`src/rtl/mem_l15_pkg.sv`:
```
// Shared encodings for the core-to-L1.5 bridge: L1.5 request/response types, sizes,
// core op fields, response error codes, FSM states and lane helpers.
package mem_l15_pkg;

   localparam logic [4:0] RqtypeLoad  = 5'b00000;
   localparam logic [4:0] RqtypeStore = 5'b00001;

   localparam logic [3:0] RtLoad  = 4'b0000;
   localparam logic [3:0] RtStore = 4'b0100;

   localparam logic [2:0] SizeB = 3'b001;
   localparam logic [2:0] SizeH = 3'b010;
   localparam logic [2:0] SizeW = 3'b011;
   localparam logic [2:0] SizeD = 3'b100;

   localparam int unsigned OpStoreBit    = 3;
   localparam int unsigned OpUnsignedBit = 2;
   localparam logic [1:0] OpSzB = 2'b00;
   localparam logic [1:0] OpSzH = 2'b01;
   localparam logic [1:0] OpSzW = 2'b10;
   localparam logic [1:0] OpSzD = 2'b11;

   localparam logic [1:0] ErrOk       = 2'b00;
   localparam logic [1:0] ErrMisalign = 2'b01;
   localparam logic [1:0] ErrTimeout  = 2'b10;

   typedef enum logic [1:0] {StIdle, StReq, StWait, StResp} state_e;

   function automatic logic [2:0] l15_size(input logic [1:0] sz);
      logic [2:0] s;
      unique case (sz)
         OpSzB:   s = SizeB;
         OpSzH:   s = SizeH;
         OpSzW:   s = SizeW;
         default: s = SizeD;
      endcase
      return s;
   endfunction

   function automatic logic misaligned(input logic [1:0] sz, input logic [2:0] off,
                                       input logic xlen32);
      logic m;
      unique case (sz)
         OpSzB:   m = 1'b0;
         OpSzH:   m = off[0];
         OpSzW:   m = |off[1:0];
         default: m = xlen32 | (|off);
      endcase
      return m;
   endfunction

   function automatic logic [63:0] bswap64(input logic [63:0] d);
      logic [63:0] r;
      for (int i = 0; i < 8; i++) begin
         r[8*i +: 8] = d[56-8*i +: 8];
      end
      return r;
   endfunction

   function automatic logic [63:0] store_payload(input logic [1:0] sz, input logic [63:0] wd);
      logic [63:0] p;
      unique case (sz)
         OpSzB:   p = {8{wd[7:0]}};
         OpSzH:   p = {4{wd[7:0], wd[15:8]}};
         OpSzW:   p = {2{wd[7:0], wd[15:8], wd[23:16], wd[31:24]}};
         default: p = bswap64(wd);
      endcase
      return p;
   endfunction

   // The L1.5 beat is big-endian (byte 0 in [63:56]); move the lane's last byte to bit 0.
   function automatic logic [63:0] load_result(input logic [63:0] beat, input logic [2:0] off,
                                               input logic [1:0] sz, input logic uns);
      logic [2:0]  nbm1;
      logic [2:0]  lsb_byte;
      logic [63:0] sh;
      logic [63:0] r;
      unique case (sz)
         OpSzB:   nbm1 = 3'd0;
         OpSzH:   nbm1 = 3'd1;
         OpSzW:   nbm1 = 3'd3;
         default: nbm1 = 3'd7;
      endcase
      lsb_byte = ~off - nbm1;
      sh = beat >> {lsb_byte, 3'b000};
      unique case (sz)
         OpSzB:   r = {{56{~uns & sh[7]}}, sh[7:0]};
         OpSzH:   r = {{48{~uns & sh[15]}}, sh[15:0]};
         OpSzW:   r = {{32{~uns & sh[31]}}, sh[31:0]};
         default: r = sh;
      endcase
      return r;
   endfunction

endpackage

```
`src/rtl/mem_l15_req_fifo.sv`:
```
// Request queue for the L1.5 bridge: circular buffer with full/empty flags.
// Push while full is accepted when a pop happens in the same cycle.
module mem_l15_req_fifo #(
   parameter int unsigned Width = 8,
   parameter int unsigned Depth = 4
) (
   input  logic             clk_i,
   input  logic             rst_i,
   input  logic             push_i,
   input  logic [Width-1:0] wdata_i,
   input  logic             pop_i,
   output logic [Width-1:0] rdata_o,
   output logic             full_o,
   output logic             empty_o
);
   localparam int unsigned AW = $clog2(Depth);
   localparam logic [AW-1:0] PtrOne = AW'(1);
   localparam logic [AW:0] CntOne = (AW+1)'(1);
   localparam logic [AW:0] CntFull = (AW+1)'(Depth);

   logic [Width-1:0] mem_q [Depth];
   logic [Width-1:0] mem_d [Depth];
   logic [AW-1:0]    wptr_q, wptr_d, rptr_q, rptr_d;
   logic [AW:0]      cnt_q, cnt_d;
   logic             do_push, do_pop;

   assign full_o  = (cnt_q == CntFull);
   assign empty_o = (cnt_q == '0);
   assign rdata_o = mem_q[rptr_q];
   assign do_pop  = pop_i && !empty_o;
   assign do_push = push_i && (!full_o || do_pop);

   always_comb begin
      mem_d  = mem_q;
      wptr_d = wptr_q;
      rptr_d = rptr_q;
      cnt_d  = cnt_q;
      if (do_push) begin
         mem_d[wptr_q] = wdata_i;
         wptr_d = wptr_q + PtrOne;
      end
      if (do_pop) begin
         rptr_d = rptr_q + PtrOne;
      end
      if (do_push && !do_pop) begin
         cnt_d = cnt_q + CntOne;
      end else if (do_pop && !do_push) begin
         cnt_d = cnt_q - CntOne;
      end
   end

   always_ff @(posedge clk_i) begin
      if (rst_i) begin
         wptr_q <= '0;
         rptr_q <= '0;
         cnt_q  <= '0;
      end else begin
         wptr_q <= wptr_d;
         rptr_q <= rptr_d;
         cnt_q  <= cnt_d;
      end
   end

   always_ff @(posedge clk_i) begin
      mem_q <= mem_d;
   end

endmodule

```
`src/rtl/mem_l15_bridge.sv`:
```
// Core load/store to OpenPiton L1.5 bridge, one request outstanding, in-order responses.
// Define MEM_L15_BRIDGE_TIMEOUT_EN to build the L1.5 response timeout counter.
module mem_l15_bridge
   import mem_l15_pkg::*;
#(
   parameter int unsigned XLEN        = 32,
   parameter int unsigned QDEPTH      = 4,
   parameter int unsigned TIMEOUT_CYC = 1024
) (
   input  logic            clk,
   input  logic            rst,
   input  logic            req_valid,
   output logic            req_ready,
   input  logic [3:0]      req_op,
   input  logic [31:0]     req_addr,
   input  logic [XLEN-1:0] req_wdata,
   output logic            rsp_valid,
   input  logic            rsp_ready,
   output logic [XLEN-1:0] rsp_data,
   output logic [1:0]      rsp_err,
   output logic [4:0]      mem_l15_rqtype,
   output logic [2:0]      mem_l15_size,
   output logic [31:0]     mem_l15_address,
   output logic [63:0]     mem_l15_data,
   output logic            mem_l15_val,
   input  logic            l15_mem_header_ack,
   input  logic            l15_mem_val,
   input  logic [3:0]      l15_mem_returntype,
   input  logic [63:0]     l15_mem_data_0,
   input  logic [63:0]     l15_mem_data_1,
   output logic            mem_l15_req_ack
);
   localparam int unsigned QW = 4 + 32 + XLEN;
   localparam logic Xlen32 = (XLEN == 32);

   logic            push, pop, full, empty;
   logic [QW-1:0]   head;
   logic [3:0]      hd_op;
   logic [31:0]     hd_addr;
   logic [XLEN-1:0] hd_wdata;

   assign req_ready = !full;
   assign push      = req_valid && !full;

   mem_l15_req_fifo #(
      .Width (QW),
      .Depth (QDEPTH)
   ) u_req_fifo (
      .clk_i   (clk),
      .rst_i   (rst),
      .push_i  (push),
      .wdata_i ({req_op, req_addr, req_wdata}),
      .pop_i   (pop),
      .rdata_o (head),
      .full_o  (full),
      .empty_o (empty)
   );

   assign {hd_op, hd_addr, hd_wdata} = head;

   state_e          state_q, state_d;
   logic [3:0]      op_q, op_d;
   logic [3:0]      lo_addr_q, lo_addr_d;
   logic [XLEN-1:0] rsp_data_q, rsp_data_d;
   logic [1:0]      rsp_err_q, rsp_err_d;
   logic            rsp_match, timeout;
   logic [63:0]     ld_full;

   assign mem_l15_rqtype  = hd_op[OpStoreBit] ? RqtypeStore : RqtypeLoad;
   assign mem_l15_size    = l15_size(hd_op[1:0]);
   assign mem_l15_address = hd_addr;
   assign mem_l15_data    = store_payload(hd_op[1:0], 64'(hd_wdata));
   assign mem_l15_req_ack = l15_mem_val;

   assign rsp_valid = (state_q == StResp);
   assign rsp_data  = rsp_data_q;
   assign rsp_err   = rsp_err_q;

   assign rsp_match = l15_mem_val &&
                      (l15_mem_returntype == (op_q[OpStoreBit] ? RtStore : RtLoad));
   assign ld_full   = load_result(lo_addr_q[3] ? l15_mem_data_1 : l15_mem_data_0,
                                  lo_addr_q[2:0], op_q[1:0], op_q[OpUnsignedBit]);

`ifdef MEM_L15_BRIDGE_TIMEOUT_EN
   localparam int unsigned CntW = $clog2(TIMEOUT_CYC + 1);
   localparam logic [CntW-1:0] CntLast = CntW'(TIMEOUT_CYC - 1);
   localparam logic [CntW-1:0] CntOne  = CntW'(1);
   logic [CntW-1:0] to_cnt_q, to_cnt_d;

   always_comb begin
      to_cnt_d = '0;
      if (state_q == StWait) begin
         to_cnt_d = to_cnt_q + CntOne;
      end
   end

   assign timeout = (state_q == StWait) && (to_cnt_q == CntLast);

   always_ff @(posedge clk) begin
      if (rst) begin
         to_cnt_q <= '0;
      end else begin
         to_cnt_q <= to_cnt_d;
      end
   end
`else
   assign timeout = 1'b0;
`endif

   always_comb begin
      state_d     = state_q;
      op_d        = op_q;
      lo_addr_d   = lo_addr_q;
      rsp_data_d  = rsp_data_q;
      rsp_err_d   = rsp_err_q;
      pop         = 1'b0;
      mem_l15_val = 1'b0;
      unique case (state_q)
         StIdle: begin
            if (!empty) begin
               op_d      = hd_op;
               lo_addr_d = hd_addr[3:0];
               if (misaligned(hd_op[1:0], hd_addr[2:0], Xlen32)) begin
                  pop        = 1'b1;
                  rsp_err_d  = ErrMisalign;
                  rsp_data_d = '0;
                  state_d    = StResp;
               end else begin
                  state_d = StReq;
               end
            end
         end
         StReq: begin
            mem_l15_val = 1'b1;
            if (l15_mem_header_ack) begin
               pop     = 1'b1;
               state_d = StWait;
            end
         end
         StWait: begin
            // A matching response beats a timeout expiring in the same cycle.
            if (rsp_match) begin
               rsp_err_d  = ErrOk;
               rsp_data_d = op_q[OpStoreBit] ? '0 : ld_full[XLEN-1:0];
               state_d    = StResp;
            end else if (timeout) begin
               rsp_err_d  = ErrTimeout;
               rsp_data_d = '0;
               state_d    = StResp;
            end
         end
         StResp: begin
            if (rsp_ready) begin
               state_d = StIdle;
            end
         end
         default: state_d = StIdle;
      endcase
   end

   always_ff @(posedge clk) begin
      if (rst) begin
         state_q    <= StIdle;
         op_q       <= '0;
         lo_addr_q  <= '0;
         rsp_data_q <= '0;
         rsp_err_q  <= ErrOk;
      end else begin
         state_q    <= state_d;
         op_q       <= op_d;
         lo_addr_q  <= lo_addr_d;
         rsp_data_q <= rsp_data_d;
         rsp_err_q  <= rsp_err_d;
      end
   end

endmodule

```
`config.mk`:
```
export PLATFORM = sky130hd
export DESIGN_NAME = mem_l15_bridge
export DESIGN_NICKNAME = d
export VERILOG_FILES = /design/src/rtl/mem_l15_pkg.sv /design/src/rtl/mem_l15_req_fifo.sv /design/src/rtl/mem_l15_bridge.sv
export SDC_FILE = /design/constraint.sdc
export NUM_CORES = 1
export LEC_CHECK = 0
export CAP_MARGIN = 10
export CORE_MARGIN = 10
export CORE_UTILIZATION = 48
export DETAILED_ROUTE_END_ITERATION = 8
export HOLD_SLACK_MARGIN = 0.15
export PLACE_DENSITY = 0.84
export SYNTH_ARGS = -nofsm -noshare
export SYNTH_HDL_FRONTEND = slang
export SYNTH_SLANG_ARGS = --single-unit
export TNS_END_PERCENT = 100
```
`constraint.sdc`:
```
create_clock -name clk -period 8.7 [get_ports clk]
set_input_delay 1.74 -clock clk [delete_from_list [all_inputs] [get_ports clk]]
set_output_delay 1.74 -clock clk [all_outputs]
set_load 0.03 [all_outputs]
```
# ---- Word level (Yosys, flattened, before mapping)
# Cells that the tools add are included.
dict set report word_totals {
  register_bits 323
  in_bits 206
  out_inout_bits 142
  elab_cells 102
}
dict set report op_classes {
  addsub 5
  order_cmp 3
  eq_ne 14
  shift 1
  mux 38
  bitwise_logic 7
  n_reduce_logical 22
}
# operator count
set op_table {}
lappend op_table {{$bwmux W272} 1}
lappend op_table {{$mux W68} 3}
lappend op_table {{$pmux W56 S3} 1}
lappend op_table {{$bmux W68 S2} 1}
lappend op_table {{$demux W68 S2} 1}
lappend op_table {{$mux W32} 4}
lappend op_table {{$pmux W32 S3} 1}
lappend op_table {{$mux W64} 1}
lappend op_table {{$pmux W32 S2} 1}
lappend op_table {{$shr A64 B6 Y32} 1}
lappend op_table {{$pmux W3 S3} 2}
lappend op_table {{$mux W2} 8}
lappend op_table {{$mux W3} 3}
lappend op_table {{$eq A2 B2 Y1 const B} 4}
lappend op_table {{$ne A2 B2 Y1 const B} 4}
lappend op_table {{$pmux W2 S4} 1}
lappend op_table {{$reduce_and A4 Y1} 2}
lappend op_table {{$logic_and A1 B1 Y1} 7}
lappend op_table {{$mux W1} 7}
lappend op_table {{$eq A2 B1 Y1 const B} 3}
lappend op_table {{$ge A3 B3 Y1 const B} 2}
lappend op_table {{$logic_not A2 Y1} 3}
lappend op_table {{$not A2 Y3} 2}
lappend op_table {{$add A2 B1 Y2 const B} 2}
lappend op_table {{other kinds (19)} 25}

# ---- Depth between registers and ports, before layout
dict set report depth {
  depth_word 18
  depth_mapped 15
  mapped_depth_nobuf 12
}

# ---- By module
# From an unflattened synthesis, not the netlist that was laid out.
dict set report unflattened {
  hier_cells 932
  hier_area_um2 15269.6
}
# mod n_inst cells_each area_per_inst_um2 seq_area_each_um2
set modules_own_cells {}
lappend modules_own_cells {mem_l15_req_fifo 1 401 10339.9 8308.0}
lappend modules_own_cells {mem_l15_bridge 1 531 4929.7 860.8}

# ---- Worst setup path before layout
# Ideal clock, no wire load.
dict set report synth_path {
  path_kind {register to output}
  startpoint {register u_req_fifo.rptr_q[0]}
  endpoint {output mem_l15_data[40]}
  t_arrival_ns 2.911
  required_time_ns 6.960
  path_slack_ns 4.049
  stages_incl_launch_ff 12
  n_path_buf 5
  path_cell_list {dfxtp_1 > buf_6 > buf_2 > mux4_2 > inv_1 > ha_1 > clkbuf_1 > or2_2 > clkbuf_1 > nor2b_1 > clkbuf_1 > a22o_1}
}
dict set report synth_via {
  elab_chain_cells 6
  elab_cells_between_ends 8
  cone_classes {eq/ne (2); mux (4); bitwise (1); reduce/logical (1)}
}
# item line_no
set synth_rtl {}
lappend synth_rtl {{start: declaration} mem_l15_req_fifo.sv:23} ;# logic [AW-1:0] wptr_q, wptr_d, rptr_q, rptr_d;
lappend synth_rtl {{start signal: assignment} mem_l15_req_fifo.sv:59} ;# rptr_q <= rptr_d;
lappend synth_rtl {{$not A2 Y3 (implied by the code) *} mem_l15_req_fifo.sv:29} ;# assign rdata_o = mem_q[rptr_q];
lappend synth_rtl {{$bmux W68 S2 *} mem_l15_req_fifo.sv:29}
lappend synth_rtl {{$mux W68 (implied by the code) * (2 in series)} mem_l15_req_fifo.sv:29}
lappend synth_rtl {{via head[65]} mem_l15_bridge.sv:37} ;# logic [QW-1:0] head;
lappend synth_rtl {{$eq A2 B2 Y1, or another cell as far along} mem_l15_pkg.sv:62} ;# unique case (sz)
lappend synth_rtl {{$pmux W56 S3 *} mem_l15_pkg.sv:62}
lappend synth_rtl {{end: declaration} mem_l15_bridge.sv:24} ;# output logic [63:0] mem_l15_data,
# The timed path passes the listed nets; every way through them passes the cells marked *. The select of a mux whose other input is x is not followed.

# ---- Worst setup path in the final report
dict set report layout_path {
  startpoint {register u_req_fifo.rptr_q[0]}
  endpoint {output mem_l15_data[45]}
}
# Same word-level chain as after synthesis.

==> impl_results.md <==
- Largest net degree at the start of global routing: 78
- Number of synthesized flops with an enable pin: 272
- Area of the core: 0.0328 sq mm
- HP Class: register to register
- Status: completed
- Post-DP HPWL: 32600 um
- Core Rows: 66
- Post-synth top area share: 50.9%
- Number of iterations in the first detailed-routing pass: 7
- Most frequent cell after synthesis: edfxtp_1
- Final setup vio count: 0
- Unrepaired setup endpoints after global routing: no
- Area Overhead vs Synth: 27.7%
- Via density: 5.90
- Clock latency on the worst-skew pair: 570 ps
- Leakage: 0.00671 uW
- Storage cell area: 0.00918 sq mm
- Mapped Area: 0.0160 sq mm
- Gr usage total: 21.3%
- Share of layout cells above drive strength 1: 17.2%
- Ys Warns: 0
- Yosys reg bits: 322
- Area of the multi-input gates: 0.00612 sq mm
- Met3 Resource Use GR: 5.00%
- First-pass GRT wire length: 67700 um
- P per Cell Area: 347 mW/mm^2
- Cts repair resizes: 0
- Port bufs: 342
- Slew Viols, Final: 0
- Final hold vios: 0
- Synth top area cells: edfxtp_1 (51%), mux4_2 (20%), dfxtp_1 (6.2%), mux2i_1 (2.6%), buf_4 (2.5%)
- Setup WS post-layout: 2110 ps
- Hold-fix buffers at CTS: 0
- Drc violations: 0
- CTS buffer count: 31
- Setup TNS Final: 0 ps
- Arrival time worst endpoint: 4850 ps
- Max Clock Skew: 17.6 ps
- WP data required: 6960 ps
- Final wirelength: 45400 um
- Min Tclk post-route: 6590 ps
- Critical path class: register to output port
- CP Launch Type: register
- M2 GR Usage: 35.7%
- Least-Margin Pin Slew: 1130 ps
- Met1 Use GR: 27.0%
- CTS HTree Levels: 1
- Synth area leader: edfxtp_1
- Main synth FF type: edfxtp_1
- Clock Path Buffers: 3
- F_max: 0.152 GHz
- Crit path capture type: output port
- Final Core Density: 62.5%
- TritonCTS Sinks: 322
- Post-CTS Setup Inserts: 0
- Die area: 0.0411 sq mm
- Busiest grt layer: met2
- Yosys cell types: 55
- Via Count: 10.4k
- Final Cycle Share: 75.7%
- Max cap viols: 0
- Max FO, Critical Path: 45
- Mean area per synthesized cell: 15.7 sq um
- Sequential share of the synthesized area: 57.1%
- Die W: 203 um
- Starting DRT DRC Count: 953
- RePlAce Congestion: 0.908
- Root Buffer: clkbuf_16
- Initial antenna violation count: 5
- Post-synth top cells: edfxtp_1 (272), mux4_2 (144), buf_4 (53), nand2_1 (53), dfxtp_1 (50)
- Pre-CTS WS: 2660 ps
- Power Total: 7120 uW
- Die height: 203 um
- CTS tree: yes
- Clk pin slew, worst setup/hold paths: 70 ps
- Antenna viol nets, final: 0
- Synth Instances: 1025
- Vias in the first global route: 10.6k
- Fill cell count: 2383
- Boundary Pins: 348
- Asr flop ratio synth: 0%
- Hold_ws: 462 ps
- Routed length per instance: 25.8 um
- Initial Utilization: 48.9%
- Layout Nets: 1512
- Slew headroom: 24.6%
- Worst VDD drop: 373 uV
- Grt total ovfl: 0
metrics by stage:
stage,std cells,cell area [sq um]
2_1_floorplan,1029,16100
3_3_place_gp,1699,19400
3_5_place_dp,1699,19400
4_1_cts,1756,20500
5_1_grt,1760,20500
6_report,1761,20500
final cells by class:
| cell class | count | share of cell area, % |
|---|---|---|
| diodes | 5 | 0.0611 |
| clock buffers | 33 | 3.82 |
| clock inverters | 24 | 1.35 |
| inverters | 22 | 0.403 |
| multi-input cells | 564 | 29.9 |
| flip-flops and latches | 322 | 44.8 |
| well taps | 442 | 2.70 |
| repair buffers | 349 | 17.0 |
flip-flops by register name, indices dropped and copies added, names as in the netlist:
register,cells
lo_addr_q,4
op_q,4
rsp_data,32
rsp_err,1
state_q,2
u_req_fifo.cnt_q,3
u_req_fifo.mem_q,272
u_req_fifo.rptr_q,2
u_req_fifo.wptr_q,2
path summary, 6_finish.rpt:
path,slack [ps],cells past startpoint,end,startpoint
worst max-delay path,2110,6,mem_l15_data[45],u_req_fifo.rptr_q[0]
worst min-delay path,460,2,rsp_data[13],rsp_data[13]
worst max register to register,3690,8,rsp_data[11],u_req_fifo.rptr_q[0]
worst min register to register,460,2,rsp_data[13],rsp_data[13]
routing by layer:
| metal | share of wire (%) | routed length [um] | up-vias |
|---|---|---|---|
| li1 | - | - | 4586 |
| met1 | 38 | 17400 | 5287 |
| met2 | 51 | 23000 | 449 |
| met3 | 8.1 | 3680 | 73 |
| met4 | 2.9 | 1310 | 2 |
| met5 | 0.029 | 13 | - |
kinds of logic (layout without fill, tap and decap cells):
group	after synthesis	in the layout	share of synthesized area [%]
adder cells (fa/ha/maj)	16	16	1.34
other	1	10	0.0234
flip-flops	322	322	57.1
multiplexers	194	194	23.4
buffers and inverters	143	428	5.07
AO/OA/AOI/OAI	162	162	7.09
XOR/XNOR	8	8	0.530
AND/OR/NAND/NOR	179	179	5.40
cells in the final DEF, fill, tap and decap left out, types with 3 or more instances in the layout:
cell type and count:
clkdlybuf4s50_1 342, edfxtp_1 272, mux4_2 144, nand2_1 53
dfxtp_1 47, mux2i_1 41, nor2_1 38, a21oi_1 38
clkbuf_16 31, nor2b_1 27, o21ai_0 26, inv_1 21
a21o_1 19, nor3_1 18, a22oi_1 17, o31ai_1 17
ha_1 13, clkinv_1 11, and2_1 10, mux2_2 9
a22o_1 8, nand3_1 8, a211oi_1 8, o32ai_1 8
and3_1 7, o2bb2ai_1 7, buf_4 7, bufinv_16 6
diode_2 5, or3_1 5, conb_1 5, and3_4 4
clkinv_2 4, or2_2 3, xnor2_1 3, dfxtp_4 3
worst max-delay path: stages (launching register included):
cell,delay (ps)
dfxtp_4,930
mux4_2,660
inv_1,110
ha_1,910
or2_2,690
a22o_1,230
clkdlybuf4s50_1,730
report_power, final:
group          switching (uW)  total [uW]  internal, uW  leakage, uW
Sequential                126        1990          1870      0.00290
Clock                     563        1390           827     0.000515
Combinational            2110        3730          1630      0.00329
Total                    2790        7120          4320      0.00671
No activity file was read; power rests on OpenSTA's default activity.
